**config.mk**
```make
export PLATFORM = sky130hd
export DESIGN_NAME = fetch_unit
export DESIGN_NICKNAME = d
export VERILOG_FILES = /design/src/rtl/riscv_pkg.sv /design/src/rtl/fetch_unit_if_id_reg.sv /design/src/rtl/fetch_unit.sv
export SDC_FILE = /design/constraint.sdc
export NUM_CORES = 1
export LEC_CHECK = 0
export BUFFER_PORTS_ARGS = -buffer_cell sky130_fd_sc_hd__buf_4
export CAP_MARGIN = 10
export CORE_MARGIN = 2
export CORE_UTILIZATION = 56
export DETAILED_ROUTE_END_ITERATION = 12
export GPL_TIMING_DRIVEN = 0
export PLACE_DENSITY = 0.86
export SYNTH_ARGS = -nofsm -noshare
export SYNTH_HDL_FRONTEND = slang
export SYNTH_SLANG_ARGS = --single-unit
```
**constraint.sdc**
```tcl
create_clock -name clk -period 5.2 [get_ports clk]
set_clock_uncertainty 0.2 [all_clocks]
set_input_delay 1.04 -clock clk [delete_from_list [all_inputs] [get_ports clk]]
set_output_delay 1.04 -clock clk [all_outputs]
set_load 0.01 [all_outputs]
```
**src/rtl/riscv_pkg.sv**
```systemverilog
// Shared definitions for the RISC-V pipelined core: reset PC, NOP encoding,
// fetch FSM state encoding and a PC increment helper.
package riscv_pkg;

    localparam logic [31:0] RESET_PC_DEFAULT = 32'h0000_0000;
    localparam logic [31:0] NOP_INSTR        = 32'h0000_0013;

    typedef enum logic [1:0] {
        S_IDLE = 2'd0,
        S_REQ  = 2'd1,
        S_WAIT = 2'd2,
        S_HOLD = 2'd3
    } fetch_state_e;

    // Sequential PC; wraps modulo 2^32 without any exception
    function automatic logic [31:0] pc_plus4(input logic [31:0] pc);
        return pc + 32'd4;
    endfunction

endpackage

```
**src/rtl/fetch_unit_if_id_reg.sv**
```systemverilog
// IF/ID pipeline register: flush beats stall beats load; anything else
// becomes a bubble.
module if_id_reg
    import riscv_pkg::*;
#(
    parameter int unsigned XLEN = 32
) (
    input  logic            clk,
    input  logic            rst_n,
    input  logic            stall,
    input  logic            flush,
    input  logic            load,
    input  logic [XLEN-1:0] instr_in,
    input  logic [XLEN-1:0] pc_in,
    input  logic [XLEN-1:0] pcplus4_in,
    output logic [XLEN-1:0] instr,
    output logic [XLEN-1:0] pc,
    output logic [XLEN-1:0] pcplus4,
    output logic            valid
);

    logic [XLEN-1:0] instr_r;
    logic [XLEN-1:0] pc_r;
    logic [XLEN-1:0] pcplus4_r;
    logic            valid_r;

    // Decode-side register; PC fields hold on flush and on bubbles
    always_ff @(posedge clk) begin
        if (!rst_n) begin
            instr_r   <= NOP_INSTR;
            pc_r      <= 32'h0000_0000;
            pcplus4_r <= 32'h0000_0000;
            valid_r   <= 1'b0;
        end else if (flush) begin
            instr_r <= NOP_INSTR;
            valid_r <= 1'b0;
        end else if (stall) begin
            valid_r <= valid_r;
        end else if (load) begin
            instr_r   <= instr_in;
            pc_r      <= pc_in;
            pcplus4_r <= pcplus4_in;
            valid_r   <= 1'b1;
        end else begin
            valid_r <= 1'b0;
        end
    end

    assign instr   = instr_r;
    assign pc      = pc_r;
    assign pcplus4 = pcplus4_r;
    assign valid   = valid_r;

endmodule

```
**src/rtl/fetch_unit.sv**
```systemverilog
// Instruction-fetch stage: PC register, single-outstanding req/gnt/rvalid
// fetch FSM with a one-entry skid buffer, feeding the IF/ID register.
module fetch_unit
    import riscv_pkg::*;
#(
    parameter int unsigned     XLEN     = 32,
    parameter logic [XLEN-1:0] RESET_PC = RESET_PC_DEFAULT
) (
    input  logic            clk,
    input  logic            rst_n,
    input  logic            PCSrcE,
    input  logic [XLEN-1:0] PCTargetE,
    input  logic            StallF,
    input  logic            StallD,
    input  logic            FlushD,
    output logic            imem_req,
    output logic [XLEN-1:0] imem_addr,
    input  logic            imem_gnt,
    input  logic            imem_rvalid,
    input  logic [XLEN-1:0] imem_rdata,
    output logic [XLEN-1:0] PCF,
    output logic [XLEN-1:0] InstrD,
    output logic [XLEN-1:0] PCD,
    output logic [XLEN-1:0] PCPlus4D,
    output logic            ValidD
);

    fetch_state_e    state_r;
    fetch_state_e    state_nxt_s;
    logic [XLEN-1:0] pcf_r;
    logic [XLEN-1:0] pcf_nxt_s;
    logic [XLEN-1:0] pcplus4f_s;
    logic [XLEN-1:0] skid_r;
    logic [XLEN-1:0] skid_nxt_s;
    logic [XLEN-1:0] load_instr_s;
    logic            kill_r;
    logic            kill_nxt_s;
    logic            load_s;
    logic            imem_req_s;
    fetch_state_e    resume_s;

    assign pcplus4f_s = pc_plus4(pcf_r);

    // State, PC, kill flag and skid buffer registers
    always_ff @(posedge clk) begin
        if (!rst_n) begin
            state_r <= S_IDLE;
            pcf_r   <= RESET_PC;
            kill_r  <= 1'b0;
            skid_r  <= NOP_INSTR;
        end else begin
            state_r <= state_nxt_s;
            pcf_r   <= pcf_nxt_s;
            kill_r  <= kill_nxt_s;
            skid_r  <= skid_nxt_s;
        end
    end

    // Next-state logic; a redirect always wins the PC and drops in-flight data
    always_comb begin
        state_nxt_s  = state_r;
        pcf_nxt_s    = pcf_r;
        kill_nxt_s   = kill_r;
        skid_nxt_s   = skid_r;
        load_s       = 1'b0;
        load_instr_s = imem_rdata;
        if (StallF) begin
            resume_s = S_IDLE;
        end else begin
            resume_s = S_REQ;
        end
        case (state_r)
            S_IDLE: begin
                if (PCSrcE) begin
                    pcf_nxt_s = PCTargetE;
                end else begin
                    pcf_nxt_s = pcf_r;
                end
                state_nxt_s = resume_s;
            end
            S_REQ: begin
                if (PCSrcE) begin
                    pcf_nxt_s = PCTargetE;
                    // A grant racing the redirect belongs to the old path
                    if (imem_gnt) begin
                        kill_nxt_s  = 1'b1;
                        state_nxt_s = S_WAIT;
                    end else begin
                        state_nxt_s = S_REQ;
                    end
                end else if (imem_gnt) begin
                    state_nxt_s = S_WAIT;
                end else begin
                    state_nxt_s = S_REQ;
                end
            end
            S_WAIT: begin
                if (!imem_rvalid) begin
                    if (PCSrcE) begin
                        pcf_nxt_s  = PCTargetE;
                        kill_nxt_s = 1'b1;
                    end else begin
                        kill_nxt_s = kill_r;
                    end
                end else if (kill_r || PCSrcE) begin
                    if (PCSrcE) begin
                        pcf_nxt_s = PCTargetE;
                    end else begin
                        pcf_nxt_s = pcf_r;
                    end
                    kill_nxt_s  = 1'b0;
                    state_nxt_s = S_REQ;
                end else if (!StallD || FlushD) begin
                    load_s      = 1'b1;
                    pcf_nxt_s   = pcplus4f_s;
                    state_nxt_s = resume_s;
                end else begin
                    skid_nxt_s  = imem_rdata;
                    state_nxt_s = S_HOLD;
                end
            end
            S_HOLD: begin
                if (PCSrcE) begin
                    pcf_nxt_s   = PCTargetE;
                    state_nxt_s = S_REQ;
                end else if (!StallD || FlushD) begin
                    load_s       = 1'b1;
                    load_instr_s = skid_r;
                    pcf_nxt_s    = pcplus4f_s;
                    state_nxt_s  = resume_s;
                end else begin
                    state_nxt_s = S_HOLD;
                end
            end
            default: begin
                state_nxt_s = S_IDLE;
                kill_nxt_s  = 1'b0;
            end
        endcase
    end

    // Request is a pure decode of the state
    always_comb begin
        imem_req_s = 1'b0;
        if (state_r == S_REQ) begin
            imem_req_s = 1'b1;
        end else begin
            imem_req_s = 1'b0;
        end
    end

    assign imem_req  = imem_req_s;
    assign imem_addr = pcf_r;
    assign PCF       = pcf_r;

    if_id_reg #(
        .XLEN(XLEN)
    ) u_if_id (
        .clk       (clk),
        .rst_n     (rst_n),
        .stall     (StallD),
        .flush     (FlushD),
        .load      (load_s),
        .instr_in  (load_instr_s),
        .pc_in     (pcf_r),
        .pcplus4_in(pcplus4f_s),
        .instr     (InstrD),
        .pc        (PCD),
        .pcplus4   (PCPlus4D),
        .valid     (ValidD)
    );

endmodule

```
==> flow_summary.yaml <==
job:
  maxCapViolCount: 0
status:
  outcome: "finished clean"
floorplanning:
  row_count: 43
  die_y_um: 123
  start_util_pct: 57.2
  core_um2: 13800
  die_area_um2: 15100
  io_pins: 234
  die_x_um: 123
clocking:
  cts_root_buf: "clkbuf_16"
  cts_resized: 0
  h-tree-depth: 4
  clk_latency_ns: 0.44
  postCtsSetupBuffers: 0
  cts_sinks: 162
  cts_hold_buf: 0
  cts_tree: "built"
  clk_pin_slew_ns: 0.07
  numCtsBuffers: 17
  cts_buffer_depth: 2
synth:
  syn_nets: 1069
  netlist_instances: 996
  syn_area_per_cell_um2: 7.95
  synth_seq_cells: 162
  syn-cell-area_um2: 7920
  yosys_warnings: 0
  async_flop_share_pct: 0
  ys_types: 60
  synth_flop_cell: "dfxtp_1"
  synth-seq-area-share_pct: 41.0
  synth_edf_count: 0
sta:
  holdWs_ns: 0.256
  rsz0062_at_grt: "no"
  post-route-period-util_pct: 59.9
  max-slew-margin-rel_pct: 20.3
  fin_ws_ns: 2.08
  fin_tns_setup_ns: 0
  maxSlewViolCount: 0
  worst_pin_slew_ns: 1.19
  setup_viol: 0
  hold_violations: 0
  max_freq_mhz: 321
  fin_crit_ns: 3.12
placement:
  io_buffers: 232
  place.gp.congestion: 0.930
  place_hpwl_um: 18700
  place_ws_ns: 1.74
route:
  vias: 8374
  via_per_inst: 5.82
  remaining_drc_errors: 0
  routed_wl_um: 25800
  first_pass_iters: 5
  routedWlPerCell_um: 17.9
  ant_nets: 0
  drt_iter0_drc: 797
worst_setup_path:
  start_kind: "input port"
  critPathKind: "in2reg"
  crit_fanout: 10
  cp.arrival_ns: 3.28
  required_ns: 5.37
  end_kind: "register"
global_route:
  grt.total_usage_pct: 33.3
  grt_pass1_vias: 7787
  grt_pass1_wl_um: 39100
  grt-ovfl-total: 0
  grt_max_degree: 17
  antenna_found_initial: 0
pwr:
  p_per_area_nw_per_um2: 285
  ir_drop_mv: 0.240
  p_leak_nw: 4.17
finish:
  num-nets-final: 1320
  drive_gt1_share_pct: 26.8
  num_antenna_cells: 0
  multiInputGateArea_um2: 3980
  seqCellArea_um2: 3240
  area_delta_synth_final_pct: 32.7
  fill_cells: 1045
worst_hold_path:
  hold_path_class: "reg2reg"
## worst max-delay path, stage by stage
cell and delay (ns):
buf_4 0.14, nor2b_1 0.13, clkbuf_1 0.17, o2111ai_1 0.97, clkbuf_1 0.55, nand2_1 0.11
a21oi_1 0.16
## synthesized netlist by cell type, drive strengths merged (2+ instances only)
library cell	instances	share of area, %
a211oi	43	4.1
a21o	2	0.19
a21oi	101	6.4
a221oi	2	0.22
a22o	2	0.22
a311oi	3	0.33
a31oi	6	0.47
a32oi	2	0.22
and2	8	0.63
and3	3	0.24
and4	4	0.44
buf	65	5.3
clkbuf	56	2.7
dfxtp	162	41
inv	15	0.71
mux2i	44	5.6
nand2	186	8.8
nand2b	11	0.87
nand3	28	2.0
nand4	15	1.2
nor2	82	3.9
nor2b	5	0.40
nor3	12	0.89
nor4	10	1.1
o2111ai	6	0.66
o211ai	4	0.44
o21a	4	0.38
o21ai	40	2.6
o221ai	9	1.0
o2bb2ai	2	0.22
o31a	2	0.22
o31ai	2	0.19
or2	2	0.16
or3	5	0.40
xnor2	27	3.0
xor2	13	1.4
## layer usage
layer / GRT usage (%) / part of all wire (%)
met1: 39.7 / 37
met2: 56.1 / 48
met3: 7.62 / 11
met4: 17.0 / 3.9
met5: 0 / 0
## per-stage QoR
stage / power, mW / std cells / area [µm²] / util [%]
floorplan: 1.50 / 996 / 7920 / -
global placement: 1.66 / 1408 / 9880 / 71.5
detailed placement: 1.66 / 1408 / 9880 / 71.5
CTS: 2.98 / 1438 / 10500 / 76.0
global route: 3.07 / 1438 / 10500 / 76.0
finish: 2.99 / 1438 / 10500 / 76.0
## state kept, by name, summed over array words and instances, names as in the netlist
register and count:
u_if_id.instr 32, PCF 32, state_r 2, u_if_id.valid 1, u_if_id.pc 30, u_if_id.pcplus4 32
skid_r 32, kill_r 1
## power breakdown
part	leakage [nW]	switching [mW]	total [mW]	internal, mW
combinational	2.55	0.195	0.357	0.162
clock	0.300	0.528	1.34	0.817
sequential	1.31	0.0277	1.29	1.26
total	4.17	0.750	2.99	2.24
## logic make-up after synthesis
logic type / after synthesis / synth area share, %
AND/OR/NAND/NOR: 374 / 21.4
AO/OA/AOI/OAI: 238 / 18.8
flip-flops: 162 / 41.0
buffers and inverters: 137 / 8.73
multiplexers: 44 / 5.56
XOR/XNOR: 40 / 4.43
adder cells (fa/ha/maj): 1 / 0.158
## final timing paths
check | from | to | slack [ns] | cells past startpoint
worst max-delay path | imem_rvalid | u_if_id.pc[24]$_SDFFE_PN0P_ | 2.08 | 7
worst min-delay path | skid_r[29]$_SDFFE_PN0P_ | skid_r[29]$_SDFFE_PN0P_ | 0.26 | 2
worst max register to register | kill_r$_SDFFE_PN0P_ | u_if_id.pc[24]$_SDFFE_PN0P_ | 2.47 | 6
worst min register to register | skid_r[29]$_SDFFE_PN0P_ | skid_r[29]$_SDFFE_PN0P_ | 0.26 | 2
## cell type report
class	count	area share (%)
inverters	16	0.572
plain buffers	121	6.00
well taps	180	2.14
repair buffers	232	16.6
clock buffers	19	4.22
clock inverters	11	1.72
flip-flops and latches	162	30.9
multi-input cells	697	37.9
## cells in the final DEF (no fill, tap or decap), drive strengths merged, types with 5 or more instances in the layout
cell type    n
clkbuf      75
clkinv       5
or3          5
nand4       15
dfxtp      162
mux2i       44
and2         8
o2111ai      6
xor2        13
a31oi        6
inv         17
nor4        10
nand2b      11
xnor2       27
o221ai       9
nor3        12
o21ai       40
nand3       28
a21oi      101
nor2        82
buf        297
a211oi      43
nor2b        5
nand2      186
No activity file was read; power rests on OpenSTA's default activity.
